==> src/rtl/sd_io_arbiter.sv <==
// sd_io_arbiter
// Shares the io controller's single SD sector-transfer channel between N
// SCSI targets. Requests are granted one at a time, round-robin from a
// rotating pointer. The granted target's LBA and direction go to the io
// controller. Ack, buffer write strobes and buffer read data are routed
// only between the io controller and the granted target.
//
// Ports
//   clk           system clock
//   reset         asynchronous, active-high reset
//   req_rd        per-target sector read request (level)
//   req_wr        per-target sector write request (level)
//   req_lba       per-target LBA, target i at [32*i+31:32*i]
//   req_ack       per-target ack (granted target only)
//   req_buff_din  per-target buffer read data, target i at [8*i+7:8*i]
//   req_buff_wr   per-target buffer write strobe (granted target only)
//   sd_rd         registered read command to io controller
//   sd_wr         registered write command to io controller
//   sd_lba        LBA latched at grant time
//   sd_drive      index of the granted target
//   sd_ack        io controller ack, high for the whole sector transfer
//   sd_buff_wr    io controller buffer write strobe
//   sd_buff_din   buffer read data from the granted target
//   busy          high whenever the arbiter is not idle
module sd_io_arbiter #(
   parameter int N    = 2,
   parameter int IDXW = 3
) (
   input  logic              clk,
   input  logic              reset,
   input  logic [N-1:0]      req_rd,
   input  logic [N-1:0]      req_wr,
   input  logic [32*N-1:0]   req_lba,
   output logic [N-1:0]      req_ack,
   input  logic [8*N-1:0]    req_buff_din,
   output logic [N-1:0]      req_buff_wr,
   output logic              sd_rd,
   output logic              sd_wr,
   output logic [31:0]       sd_lba,
   output logic [IDXW-1:0]   sd_drive,
   input  logic              sd_ack,
   input  logic              sd_buff_wr,
   output logic [7:0]        sd_buff_din,
   output logic              busy
);

   typedef enum logic [1:0] {IDLE, ISSUE, XFER, GAP} state_t;

   state_t            state, state_nxt;
   logic [IDXW-1:0]   ptr, ptr_nxt;
   logic [IDXW-1:0]   grant, grant_nxt;
   logic              sd_rd_nxt, sd_wr_nxt;
   logic [31:0]       sd_lba_nxt;

   logic [N-1:0]      pending;
   logic              pick_found;
   logic [IDXW-1:0]   pick_idx;
   logic [31:0]       pick_lba;
   logic              pick_rd;
   int                pick_dist;
   int                best_dist;
   logic              active;

   assign pending  = req_rd | req_wr;
   assign sd_drive = grant;
   assign busy     = (state != IDLE);
   assign active   = (state == ISSUE) || (state == XFER);

   // Round-robin search: the pending target with the smallest distance
   // upward from ptr (modulo N) wins. A read beats a write on the same target.
   always_comb begin
      pick_found = 1'b0;
      pick_idx   = '0;
      pick_lba   = '0;
      pick_rd    = 1'b0;
      pick_dist  = 0;
      best_dist  = N;
      for (int i = 0; i < N; i++) begin
         if (pending[i]) begin
            pick_dist = (i + N - int'(ptr)) % N;
            if (pick_dist < best_dist) begin
               best_dist  = pick_dist;
               pick_found = 1'b1;
               pick_idx   = IDXW'(i);
               pick_lba   = req_lba[32*i +: 32];
               pick_rd    = req_rd[i];
            end
         end
      end
   end

   // Next-state logic. The command and LBA are latched once on grant and
   // then held; later request or LBA changes are ignored until the next grant.
   always_comb begin
      state_nxt  = state;
      ptr_nxt    = ptr;
      grant_nxt  = grant;
      sd_rd_nxt  = sd_rd;
      sd_wr_nxt  = sd_wr;
      sd_lba_nxt = sd_lba;
      case (state)
         IDLE: begin
            if (pick_found) begin
               grant_nxt  = pick_idx;
               sd_lba_nxt = pick_lba;
               sd_rd_nxt  = pick_rd;
               sd_wr_nxt  = ~pick_rd;
               state_nxt  = ISSUE;
            end
         end
         ISSUE: begin
            if (sd_ack) begin
               sd_rd_nxt = 1'b0;
               sd_wr_nxt = 1'b0;
               state_nxt = XFER;
            end
         end
         XFER: begin
            if (!sd_ack) begin
               state_nxt = GAP;
            end
         end
         GAP: begin
            ptr_nxt   = IDXW'((int'(grant) + 1) % N);
            state_nxt = IDLE;
         end
         default: begin
            state_nxt = IDLE;
         end
      endcase
   end

   // State and command registers; reset abandons any transfer in flight.
   always_ff @(posedge clk or posedge reset) begin
      if (reset) begin
         state  <= IDLE;
         ptr    <= '0;
         grant  <= '0;
         sd_rd  <= 1'b0;
         sd_wr  <= 1'b0;
         sd_lba <= '0;
      end else begin
         state  <= state_nxt;
         ptr    <= ptr_nxt;
         grant  <= grant_nxt;
         sd_rd  <= sd_rd_nxt;
         sd_wr  <= sd_wr_nxt;
         sd_lba <= sd_lba_nxt;
      end
   end

   // Routing between the io controller and the granted target. Outside
   // ISSUE/XFER nothing is routed, so stray acks never reach a target.
   always_comb begin
      req_ack     = '0;
      req_buff_wr = '0;
      sd_buff_din = 8'h00;
      for (int i = 0; i < N; i++) begin
         if (active && (grant == IDXW'(i))) begin
            req_ack[i]     = sd_ack;
            req_buff_wr[i] = sd_buff_wr;
            sd_buff_din    = req_buff_din[8*i +: 8];
         end
      end
   end

endmodule

==> config.mk <==
export PLATFORM = sky130hd
export DESIGN_NAME = sd_io_arbiter
export DESIGN_NICKNAME = d
export VERILOG_FILES = /design/src/rtl/sd_io_arbiter.sv
export SDC_FILE = /design/constraint.sdc
export NUM_CORES = 1
export LEC_CHECK = 0
export ABC_AREA = 1
export BUFFER_PORTS_ARGS = -buffer_cell sky130_fd_sc_hd__buf_2
export CAP_MARGIN = 25
export CORE_MARGIN = 4
export CORE_UTILIZATION = 24
export DETAILED_ROUTE_END_ITERATION = 16
export PLACE_DENSITY = 0.47
export SETUP_SLACK_MARGIN = 0.02
export SLEW_MARGIN = 0
export SYNTH_ARGS = -nofsm -noshare
export SYNTH_HDL_FRONTEND = slang
export SYNTH_SLANG_ARGS = --single-unit
==> constraint.sdc <==
create_clock -name clk -period 2 [get_ports clk]
set_clock_uncertainty 0.1 [all_clocks]
set_input_delay 0 -clock clk [delete_from_list [all_inputs] [get_ports clk]]
set_output_delay 0 -clock clk [all_outputs]
set_load 0.02 [all_outputs]
# Yosys cells after proc, flatten, opt, wreduce, memory -nomap -nowiden
# Cells that the tools add are included.
[word_totals] regBits=39 out_inout_bits=50 wordCells=64
[op_classes] n_addsub=3 magnitude_cmp=2 eq_ne=7 n_mux=31 bitwise_logic=5 n_reduce_logical=10
[op_table] cell="32-bit two-way mux" count=6
[op_table] cell="2-bit by 32-bit less-than comparator with 1-bit output" count=1
[op_table] cell="1-bit two-way mux" count=17
[op_table] cell="8-bit two-way mux" count=2
[op_table] cell="2-bit case mux with 4 select lines" count=1
[op_table] cell="2-bit by 3-bit subtractor with 4-bit output, first input constant" count=2
[op_table] cell="2-bit two-way mux" count=3
[op_table] cell="2-bit != test, second input constant" count=3
[op_table] cell="3-bit AND reduction" count=2
[op_table] cell="2-bit == test, second input constant" count=2
[op_table] cell="1-bit case mux with 2 select lines" count=2
[op_table] cell="2-bit nonzero test" count=2
[op_table] cell="3-bit zero test" count=1
[op_table] cell="2-bit by 3-bit less-than comparator with 1-bit output, second input constant" count=1
[op_table] cell="1-bit bitwise AND" count=2
[op_table] cell="2-bit by 1-bit == test with 1-bit output, second input constant" count=1
[op_table] cell="1-bit logical AND" count=2
[op_table] cell="2-bit zero test" count=1
[op_table] cell="2-bit OR" count=1
[op_table] cell="2-bit AND reduction" count=1
[op_table] cell="1-bit adder, second input constant" count=1
[op_table] cell="1-bit bitwise AND, first input constant" count=1
[op_table] cell="1-bit == test, second input constant" count=1
[op_table] cell="1-bit logical OR" count=1
[op_table] cell="1-bit inverter" count=1

# Longest topological paths before layout
# Gate-level depths: netlist of the first run.
[logic_depth] depth_word=11 mapped_depth=8

# Worst setup path after synthesis of the first run
# No wires, ideal clock.
[synth_path] path_type="register -> output" startpoint="reg state[0]" endpoint="out sd_buff_din[0]" arrival_time_ps=1426 required_time_ps=1900 path_slack_ps=474 stages_incl_launch_ff=7 path_cell_list="dfrtp_1 > inv_1 > ha_1 > clkbuf_1 > buf_2 > nand3_1 > nand2_1"
[synth_between] elab_chain_cells=5 word_cells_on_any_way=7 classes_between="2 x eq/ne; 2 x mux; 3 x reduce/logical"
[synth_lines] element="start: declaration" line="49" source="state_t state, state_nxt;"
[synth_lines] element="start signal: assignment" line="143" source="state <= state_nxt;"
[synth_lines] element="2-bit by 1-bit == test with 1-bit output or 2-bit == test (tied branches)" line="67" source="assign active = (state == ISSUE) || (state == XFER);"
[synth_lines] element="1-bit logical OR *" line="67"
[synth_lines] element="1-bit logical AND" line="159" source="if (active && (grant == IDXW'(i))) begin"
[synth_lines] element="8-bit two-way mux" line="159"
[synth_lines] element="8-bit two-way mux *" line="159"
[synth_lines] element="end: declaration" line="43" source="output logic [7:0] sd_buff_din,"
# Mark *: on every way between the ends. The rest lies on a longest branch, timed or not.

# Worst setup path after layout of the first run
[layout_path] startpoint="in req_rd[0]" endpoint="reg sd_lba[24]"
[layout_between] elab_chain_cells=6 word_cells_on_any_way=10 classes_between="1 x order compare; 7 x mux; 1 x bitwise; 1 x reduce/logical"
[layout_lines] element="start: declaration" line="31" source="input logic [N-1:0] req_rd,"
[layout_lines] element="2-bit OR *" line="64" source="assign pending = req_rd | req_wr;"
[layout_lines] element="32-bit two-way mux" line="79" source="if (pending[i]) begin"
[layout_lines] element="2-bit by 32-bit less-than comparator with 1-bit output" line="81" source="if (pick_dist < best_dist) begin"
[layout_lines] element="1-bit two-way mux" line="81"
[layout_lines] element="1-bit two-way mux" line="79"
[layout_lines] element="2-bit AND reduction (no line)"
[layout_lines] element="end signal: assignment" line="148" source="sd_lba <= sd_lba_nxt;"
[layout_lines] element="end: declaration" line="39" source="output logic [31:0] sd_lba,"
# Marks and branches as above.
# A chain may end at the register's enable or synchronous reset.

==> results.md, run 1 <==
* Leak pwr at 2.05 nW
* Buffers on Ports at 135
* Fin nets at 586
* Reg2Reg Setup Slack at 0.42 ns
* Slew of the pin with the lowest slew margin at 0.748 ns
* Final setup fails at 0
* Max-slew headroom at 49.8%
* Setup crit start kind: input pin
* Vias at 2699
* Synth-to-Final Area Change at 71.6%
* Unrepaired setup endpoints after global routing: no
* DRC at 0
* Worst hold stages at 4
* Fillers at 890
* Placement Cell Area at 0.00296 mm^2
* CP max FO at 20
* Final Hold Viols at 0
* Hold path startpoint: sd_ack
* Most common cell after layout, fill and taps aside: buf_2
* #FFs+latches synth at 38
* Post-CTS setup buffer count at 0
* NetSw at 2.50 mW
* Crit Reg-Reg Startpoint: ptr[0]$_DFFE_PP0N_
* First-pass GRT wire length at 13.6 mm
* Final Cell Area at 0.00377 mm^2
* Core Area at 0.00881 mm^2
* Final cell count without fillers at 603
* Pwr/cell area at 1380 mW/mm^2
* CP Data Arrival Time at 1.93 ns
* Most frequent cells in the layout: buf_2 (135), nand2_1 (108), nand3_1 (83)
* Total wire length at 8.07 mm
* Yosys top cell area share at 43.3%
* Net Sw Frac at 48.2%
* Post-synth top area cell: dfrtp_1
* Die width at 104 um
* Final TNS setup at 0 ns
* GR Util All Layers at 15.2%
* Total grt overflow at 0
* Clock-pin transition on the worst setup and hold timing paths at 0.08 ns
* Starting Density at 24.9%
* HPWL after DPL at 5.49 mm
* Vias/cell at 4.48
* CP Data Required Time at 2.13 ns
* Number of global-route vias before repair at 2798
* Min Tclk post-route at 1.81 ns
* Synth cell types at 19
* Wire per inst at 13.4 um
* CTS tree: done
* Row cnt at 34
* Share of cells above drive strength 1 at 31.7%
* Placed Instances at 528
* Routability Congestion at 0.784
* Num CTS Buffers at 5
* Ranking of synthesized cells by area: dfrtp_1 (43%), nand3_1 (19%), nand2_1 (18%)
* Antenna violations before repair at 0
* CTS Root Cell: clkbuf_8
* Synth warn at 0
* Combinational Power Share at 58.1%
* Antenna Nets Post-Route at 0
* RR Endpoint: sd_lba[24]$_DFFE_PP0P_
* Cell count after synthesis at 298
* Worst R2R Path Depth at 6
* N_diodes at 0
* Top Ports at 138
* Mapped Area at 0.00220 mm^2
* Drt first pass iters at 4
* Hold Crit Endpoint: state[0]$_DFFE_PP0P_
* Peak supply drop at 0.502 mV
* Violation count after the first detailed-route iteration at 119
* Sequential element share of the synthesized area at 43.3%
* Status: completed
* Die Area at 0.0107 mm^2
* Pins Over Slew Limit at 0
* Worst setup path category: input pin to register
* Syn avg cell area at 7.37 um^2
* Clk buf depth at 2
* Setup crit end kind: register
* CTS Sinks at 38
* Maximum number of pins on one net before global-route repair at 21
* Worst-Skew Late Latency at 0.28 ns
* Chip Height at 104 um
* H-tree depth at 2
* Clk pwr share at 15.4%
* Max-Cap Viols at 0
* F_max at 554 MHz
* Worst Hold Class: input pin to register
* Sequential share of power at 26.5%
* Final Cycle Share at 90.3%
* Cell-internal power at 2.68 mW
## layer usage
| layer | track usage, % | vias to the layer above | wire length [um] |
|---|---|---|---|
| met3 | 4.23 | 12 | 688 |
| met5 | 0 | - | 0 |
| met2 | 25.6 | 129 | 3810 |
| met1 | 19.0 | 1199 | 3450 |
| li1 | - | 1359 | - |
| met4 | 4.27 | 0 | 121 |
## sequential cells by signal, indices dropped and copies added, names as in the netlist
signal	cells
sd_lba	32
sd_rd	1
state	2
sd_drive	1
ptr	1
sd_wr	1
## cell type report
class	instances	area, um^2	share of cell area (%)
clock buffer	5	68.8	1.83
clock inverter	3	68.8	1.83
inverter	13	48.8	1.30
multi-input combinational	229	1100	29.2
sequential	38	951	25.2
tap	108	135	3.59
timing repair buffer	207	1400	37.1
## kinds of logic after synthesis
group,synth area share (%)
AOI/OAI and AO/OA,1.65
adders and majority gates,2.28
buffers and inverters,6.95
DFF,43.3
other,0.171
and+or+nand+nor,45.6
## Yosys cell counts
cell type  instances
nand2_1          108
nand3_1           83
dfrtp_1           38
nand3b_1          16
buf_2             11
inv_1              9
nor2_1             7
ha_1               4
o21ai_0            4
buf_4              3
clkbuf_1           3
inv_2              3
nand2_4            2
nor2_2             2
buf_1              1
buf_6              1
clkinv_1           1
conb_1             1
o21ai_4            1
## power by group through the flow
stage / Combinational, mW / Clock (mW) / Sequential, mW
5_1_grt: 3.34 / 0.858 / 1.43
6_report: 3.01 / 0.797 / 1.38
3_3_place_gp: 2.92 / 0 / 1.39
2_1_floorplan: 1.62 / 0 / 1.76
4_1_cts: 3.04 / 0.824 / 1.38
3_5_place_dp: 2.93 / 0 / 1.39
## worst max-delay path: stages
cell,delay (ns)
dlygate4sd3_1,0.53
buf_2,0.15
o21ai_4,0.44
nand2_4,0.26
inv_2,0.31
nand3_1,0.14
nand3_1,0.09
## worst max-delay path by stage
stage,start,to,slack (ns),cells past startpoint
2_1_floorplan,state[0]$_DFFE_PP0P_,sd_buff_din[0],0.47,6
3_3_place_gp,req_wr[0],sd_lba[26]$_DFFE_PP0P_,0.41,6
3_5_place_dp,state[1]$_DFFE_PP0P_,req_ack[0],0.40,5
4_1_cts,state[1]$_DFFE_PP0P_,req_ack[0],0.06,5
5_1_grt,req_rd[0],sd_lba[24]$_DFFE_PP0P_,0.06,7
6_report,req_rd[0],sd_lba[24]$_DFFE_PP0P_,0.19,7
## per-stage QoR
step                worst slack (ns)  power [mW]  util (%)  hold WS, ns
floorplan                      0.474        3.38         -       0.0412
global placement               0.408        4.31      33.6      -0.0300
detailed placement             0.402        4.32      33.6      -0.0167
CTS                           0.0649        5.25      42.8       0.0111
global route                  0.0596        5.63      42.8       0.0627
finish                         0.194        5.18      42.8       0.0231
## repair_timing
action,CTS,global route
gates resized for setup,0,1
hold buffers,67,0
hold endpoints to repair,52,0
endpoints found under the setup margin,0,10
No activity file was read; power rests on OpenSTA's default activity.
==> run 2: changes to the inputs <==
--- a/config.mk
+++ b/config.mk
@@ -7,9 +7,9 @@
 export LEC_CHECK = 0
 export ABC_AREA = 1
 export BUFFER_PORTS_ARGS = -buffer_cell sky130_fd_sc_hd__buf_2
-export CAP_MARGIN = 25
 export CORE_MARGIN = 4
 export CORE_UTILIZATION = 24
+export CTS_BUF_LIST = sky130_fd_sc_hd__clkbuf_16
 export DETAILED_ROUTE_END_ITERATION = 16
 export PLACE_DENSITY = 0.47
 export SETUP_SLACK_MARGIN = 0.02
==> run 2 against run 1 <==
  * Sequential share of layout area down 0.37 points
  * Via count is 0.96% higher
  * Largest cell class unchanged
  * Register-to-register slack barely moved
  * Critical endpoint unchanged
  * Largest power group unchanged
==> results.md, run 2 (synthesized netlist as in run 1, its figures left out) <==
* Leak pwr at 2.07 nW (was 2.05 nW)
* Die Area at 0.0107 mm^2 (unchanged)
* Grt peak-use layer: met2 (unchanged)
* Share of cells above drive strength 1 at 31.7% (unchanged)
* Antenna violations before repair at 0 (unchanged)
* HPWL after DPL at 5.49 mm (unchanged)
* Most common cell after layout, fill and taps aside: buf_2 (unchanged)
* Final Cell Area at 0.00382 mm^2 (was 0.00377 mm^2)
* GR Layer Usage met3 at 4.23% (unchanged)
* Final setup fails at 0 (unchanged)
* Register with the most flip-flops: sd_lba (unchanged)
* Row cnt at 34 (unchanged)
* Total wire length at 8.09 mm (was 8.07 mm)
* Core Area at 0.00881 mm^2 (unchanged)
* Sequential share of power at 25.4% (was 26.5%)
* Vias/cell at 4.52 (was 4.48)
* Net Sw Frac at 46.5% (was 48.2%)
* CP max FO at 20 (unchanged)
* Setup ws final at 0.180 ns (was 0.194 ns)
* Slew of the pin with the lowest slew margin at 0.750 ns (was 0.748 ns)
* DRC at 0 (unchanged)
* Chip Height at 104 um (unchanged)
* Final Cycle Share at 91.0% (was 90.3%)
* Biggest regs: sd_lba x32, state x2 (unchanged)
* DP Worst Slack at 0.402 ns (unchanged)
* Wire per inst at 13.4 um (about the same)
* Clk pwr share at 19.2% (was 15.4%)
* M1 GR Usage at 19.2% (was 19.0%)
* CTS Sinks at 38 (unchanged)
* Max-Cap Viols at 0 (unchanged)
* Maximum number of pins on one net before global-route repair at 21 (unchanged)
* Starting Density at 24.9% (unchanged)
* Number of global-route vias before repair at 2803 (was 2798)
* Num CTS Buffers at 5 (unchanged)
* Synth-to-Final Area Change at 74.1% (was 71.6%)
* Fillers at 882 (was 890)
* Combinational Power Share at 55.4% (was 58.1%)
* GR Util All Layers at 15.3% (was 15.2%)
* First-pass GRT wire length at 13.6 mm (about the same)
* Final Hold Viols at 0 (unchanged)
* Peak supply drop at 0.555 mV (was 0.502 mV)
* Worst R2R Path Depth at 6 (unchanged)
* Min Tclk post-route at 1.82 ns (was 1.81 ns)
* Die width at 104 um (unchanged)
* Worst setup path category: input pin to register (unchanged)
* Vias at 2725 (was 2699)
* Most frequent cells in the layout: buf_2 (135), nand2_1 (108), nand3_1 (83) (unchanged)
* Top Ports at 138 (unchanged)
* CP Data Required Time at 2.11 ns (was 2.13 ns)
* Max reg flops at 32 (unchanged)
* Routability Congestion at 0.784 (unchanged)
* Placed Instances at 528 (unchanged)
* Cell-internal power at 2.90 mW (was 2.68 mW)
* Pins Over Slew Limit at 0 (unchanged)
* Antenna Nets Post-Route at 0 (unchanged)
* Status: completed (unchanged)
* Unrepaired setup endpoints after global routing: no (unchanged)
* CTS Root Cell: clkbuf_16 (was clkbuf_8)
* Setup crit end kind: register (unchanged)
* Final cell count without fillers at 603 (unchanged)
* Worst hold stages at 4 (unchanged)
* Clk buf depth at 2 (unchanged)
* Placement Cell Area at 0.00296 mm^2 (unchanged)
* CTS tree: done (unchanged)
* F_max at 550 MHz (was 554 MHz)
* H-tree depth at 2 (unchanged)
* Drt first pass iters at 4 (unchanged)
* Worst Hold Class: input pin to register (unchanged)
* NetSw at 2.52 mW (was 2.50 mW)
* Pwr/cell area at 1420 mW/mm^2 (was 1380 mW/mm^2)
* Max-slew headroom at 49.7% (was 49.8%)
* GR met2 Demand/Resource at 25.5% (was 25.6%)
* N_diodes at 0 (unchanged)
* Final TNS setup at 0 ns (unchanged)
* Total grt overflow at 0 (unchanged)
* Buffers on Ports at 135 (unchanged)
* Setup crit start kind: input pin (unchanged)
* CP Data Arrival Time at 1.93 ns (about the same)
* Worst-Skew Late Latency at 0.28 ns (about the same)
* Violation count after the first detailed-route iteration at 116 (was 119)
* Clock-pin transition on the worst setup and hold timing paths at 0.06 ns (was 0.08 ns)
* Fin nets at 586 (unchanged)
[run 2: metal layers]
metal,wire length (um),vias up
met4,131,0
li1,-,1361
met5,0,-
met1,3440,1223
met2,3860,129
met3,652,12
[run 2: per-stage QoR]
| step | total power, mW | hold slack (ns) | utilization (%) |
|---|---|---|---|
| 2_1_floorplan | 3.38 | 0.0412 | - |
| 3_3_place_gp | 4.31 | -0.0300 | 33.6 |
| 3_5_place_dp | 4.32 | -0.0167 | 33.6 |
| 4_1_cts | 5.49 | 0.0319 | 43.4 |
| 5_1_grt | 5.88 | 0.0844 | 43.4 |
| 6_report | 5.42 | 0.0380 | 43.4 |
[run 2: path summary, 6_finish.rpt]
| kind | start | endpoint | slack [ns] |
|---|---|---|---|
| setup / recovery | req_rd[0] | sd_lba[24]$_DFFE_PP0P_ | 0.18 |
| hold / removal | sd_ack | state[0]$_DFFE_PP0P_ | 0.04 |
| setup reg to reg | ptr[0]$_DFFE_PP0N_ | sd_lba[24]$_DFFE_PP0P_ | 0.42 |
| hold reg to reg | sd_wr$_DFFE_PP0P_ | sd_wr$_DFFE_PP0P_ | 0.38 |
| max in group asynchronous | reset | sd_drive[0]$_DFFE_PP0P_ | 1.10 |
| min in group asynchronous | reset | sd_lba[31]$_DFFE_PP0P_ | 0.20 |
[run 2: power by group through the flow]
| stage | clock [mW] | sequential (mW) | combinational, mW |
|---|---|---|---|
| 4_1_cts | 1.06 | 1.38 | 3.04 |
| 3_3_place_gp | 0 | 1.39 | 2.92 |
| 3_5_place_dp | 0 | 1.39 | 2.93 |
| 5_1_grt | 1.10 | 1.43 | 3.34 |
| 6_report | 1.04 | 1.38 | 3.01 |
| 2_1_floorplan | 0 | 1.76 | 1.62 |
[run 2: final cells by class]
| class | instances | area (um^2) | area share, % |
|---|---|---|---|
| repair buffers | 207 | 1400 | 36.5 |
| multi-input cells | 229 | 1100 | 28.7 |
| flip-flops and latches | 38 | 951 | 24.9 |
| well taps | 108 | 135 | 3.53 |
| clock buffers | 5 | 125 | 3.27 |
| clock inverters | 3 | 68.8 | 1.80 |
| inverters | 13 | 48.8 | 1.28 |
[run 2: worst max-delay path, cell delays in order]
cell and delay (ns):
dlygate4sd3_1 0.53, buf_2 0.15, o21ai_4 0.43, nand2_4 0.27
inv_2 0.31, nand3_1 0.14, nand3_1 0.09
[run 2: what timing repair did]
action	CTS	global route
hold buffers	67	0
hold endpoints to repair	52	0
setup endpoints to repair	0	8
setup buffers	0	0
resized for setup	0	1
==> run 3: changes to the inputs <==
--- a/config.mk
+++ b/config.mk
@@ -8,10 +8,10 @@
 export ABC_AREA = 1
 export BUFFER_PORTS_ARGS = -buffer_cell sky130_fd_sc_hd__buf_2
 export CORE_MARGIN = 4
-export CORE_UTILIZATION = 24
+export CORE_UTILIZATION = 43
 export CTS_BUF_LIST = sky130_fd_sc_hd__clkbuf_16
 export DETAILED_ROUTE_END_ITERATION = 16
-export PLACE_DENSITY = 0.47
+export PLACE_DENSITY = 0.78
 export SETUP_SLACK_MARGIN = 0.02
 export SLEW_MARGIN = 0
 export SYNTH_ARGS = -nofsm -noshare
==> run 3 against run 2 <==
  * Worst setup slack improved by 0.015 ns
  * Cell count down 6.3%
  * Clock-buffer cell count is the same
  * Critical path depth up 1
  * Clock power shrank 14%
  * Non-clock buffer count increased by 1
  * Via count increased by 8.0%
  * Utilization grew 34 points
  * Sequential cell count did not move
  * Final area is 2.0% lower
  * Die area shrank 41%
==> results.md, run 3 (synthesized netlist as in run 1, its figures left out) <==
* Status: completed (unchanged)
* Maximum number of pins on one net before global-route repair at 39 (was 21)
* GR Util All Layers at 27.2% (was 15.3%)
* Biggest regs: sd_lba x32, state x2 (unchanged)
* Worst-Skew Late Latency at 0.27 ns (was 0.28 ns)
* Wire per inst at 15.1 um (was 13.4 um)
* Share of cells above drive strength 1 at 32.1% (was 31.7%)
* Max reg flops at 32 (unchanged)
* Worst setup path category: input pin to register (unchanged)
* CP bufs+invs at 4 (was 3)
* Die Area at 0.00631 mm^2 (was 0.0107 mm^2)
* CP Data Arrival Time at 1.86 ns (was 1.93 ns)
* Worst setup endpoint: sd_lba[19]$_DFFE_PP0P_ (was sd_lba[24]$_DFFE_PP0P_)
* Setup crit end kind: register (unchanged)
* Final TNS setup at 0 ns (unchanged)
* Unrepaired setup endpoints after global routing: no (unchanged)
* CTS tree: done (unchanged)
* H-tree depth at 2 (unchanged)
* Die width at 79.5 um (was 104 um)
* CTS Root Cell: clkbuf_16 (unchanged)
* F_max at 554 MHz (was 550 MHz)
* DRC at 0 (unchanged)
* Core Area at 0.00485 mm^2 (was 0.00881 mm^2)
* Max-Cap Viols at 0 (unchanged)
* Most common cell after layout, fill and taps aside: buf_2 (unchanged)
* Worst R2R Path Depth at 6 (unchanged)
* RR Endpoint: sd_lba[26]$_DFFE_PP0P_ (was sd_lba[24]$_DFFE_PP0P_)
* Top Ports at 138 (unchanged)
* Reg2Reg Setup Slack at 0.46 ns (was 0.42 ns)
* Row cnt at 25 (was 34)
* Hold Slack at 0.0198 ns (was 0.0380 ns)
* Final cell count without fillers at 565 (was 603)
* Vias at 2942 (was 2725)
* Worst path slowest cell: dlygate4sd3_1 (unchanged)
* Peak supply drop at 0.936 mV (was 0.555 mV)
* Total wire length at 8.54 mm (was 8.09 mm)
* Fin nets at 587 (was 586)
* Register with the most flip-flops: sd_lba (unchanged)
* CP max FO at 35 (was 20)
* Antenna Nets Post-Route at 0 (unchanged)
* Final setup fails at 0 (unchanged)
* Pwr/cell area at 1430 mW/mm^2 (was 1420 mW/mm^2)
* Final Hold Viols at 0 (unchanged)
* CTS Sinks at 38 (unchanged)
* Violation count after the first detailed-route iteration at 163 (was 116)
* Crit Reg-Reg Startpoint: state[1]$_DFFE_PP0P_ (was ptr[0]$_DFFE_PP0N_)
* First-pass GRT wire length at 13.4 mm (was 13.6 mm)
* Crit path launch: req_rd[1] (was req_rd[0])
* Total grt overflow at 0 (unchanged)
* Critical-path cell list: dlygate4sd3_1, buf_2, nor2_1, inv_2, nand2_4, inv_2, nand3_1, nand3_1 (was dlygate4sd3_1, buf_2, o21ai_4, nand2_4, inv_2, nand3_1, nand3_1)
* Most frequent cells in the layout: buf_2 (135), nand2_1 (108), nand3_1 (83) (unchanged)
* Worst Hold Class: input pin to register (unchanged)
* Starting Density at 45.3% (was 24.9%)
* Levels on crit path at 8 (was 7)
* Leak pwr at 2.06 nW (was 2.07 nW)
* Chip Height at 79.5 um (was 104 um)
* Num CTS Buffers at 5 (unchanged)
* Fillers at 321 (was 882)
* Number of global-route vias before repair at 2914 (was 2803)
* HPWL after DPL at 5.09 mm (was 5.49 mm)
* Clk buf depth at 2 (unchanged)
* Final core utilization at 77.3% (was 43.4%)
* CP Data Required Time at 2.06 ns (was 2.11 ns)
* Largest stage delay on the critical path at 0.53 ns (about the same)
* Buffers on Ports at 135 (unchanged)
* Clock-pin transition on the worst setup and hold timing paths at 0.06 ns (about the same)
* Min Tclk post-route at 1.80 ns (was 1.82 ns)
* Vias/cell at 5.21 (was 4.52)
* Setup crit start kind: input pin (unchanged)
* Placed Instances at 486 (was 528)
* Pins Over Slew Limit at 0 (unchanged)
* Drt first pass iters at 5 (was 4)
* Routability Congestion at 0.781 (was 0.784)
* Final Cycle Share at 90.2% (was 91.0%)
* Synth-to-Final Area Change at 70.6% (was 74.1%)
* CP delay by family, top: buffers and inverters (unchanged)
* Antenna violations before repair at 0 (unchanged)
-- run 3: power by group --
part	switching (mW)	internal [mW]	total, mW
logic	2.03	1.05	3.09
registers	0.243	1.15	1.39
clock network	0.303	0.587	0.890
-- run 3: layout make-up --
class / instances / area [um^2] / share of cell area, %
inverters: 13 / 48.8 / 1.30
flip-flops and latches: 38 / 951 / 25.4
diodes: 2 / 5.00 / 0.134
multi-input cells: 229 / 1100 / 29.3
well taps: 67 / 83.8 / 2.24
clock inverters: 3 / 45.0 / 1.20
repair buffers: 208 / 1390 / 37.1
clock buffers: 5 / 125 / 3.34
-- run 3: metrics by stage --
stage	cell area, um^2	total power, mW	worst slack (ns)
after floorplan	2200	3.38	0.474
after global placement	2890	4.20	0.431
after detailed placement	2890	4.27	0.362
after CTS	3720	5.27	0.103
after global routing	3740	5.76	0.0454
final	3750	5.37	0.195
-- run 3: how the worst min path moves through the flow --
stage	slack [ns]	startpoint	depth (start not counted)	endpoint
5_1_grt	0.02	req_lba[39]	4	sd_lba[7]$_DFFE_PP0P_
3_3_place_gp	0.03	reset	3	sd_lba[3]$_DFFE_PP0P_
3_5_place_dp	0.04	reset	3	sd_lba[2]$_DFFE_PP0P_
6_report	0.02	req_lba[39]	4	sd_lba[7]$_DFFE_PP0P_
4_1_cts	0.007	req_lba[39]	4	sd_lba[7]$_DFFE_PP0P_
2_1_floorplan	0.04	sd_buff_wr	2	req_buff_wr[0]
-- run 3: routing by layer --
layer / GRT usage, % / up-vias / part of all wire [%]
met2: 47.8 / 250 / 48
met4: 13.4 / 0 / 4.4
met1: 29.5 / 1286 / 36
met5: 0 / - / 0
met3: 8.13 / 38 / 11
li1: - / 1368 / -
-- run 3: tightest hold or removal path, stage by stage --
cell and delay, ns:
buf_2 0.09, nand3b_1 0.12, nand3_1 0.08, nand2_1 0.07
-- run 3: what timing repair did --
item,4_1_cts,5_1_grt
hold buffers,66,0
gates resized for setup,0,1
buffers inserted,0,3
endpoints found under the setup margin,0,23
hold endpoints to repair,72,0
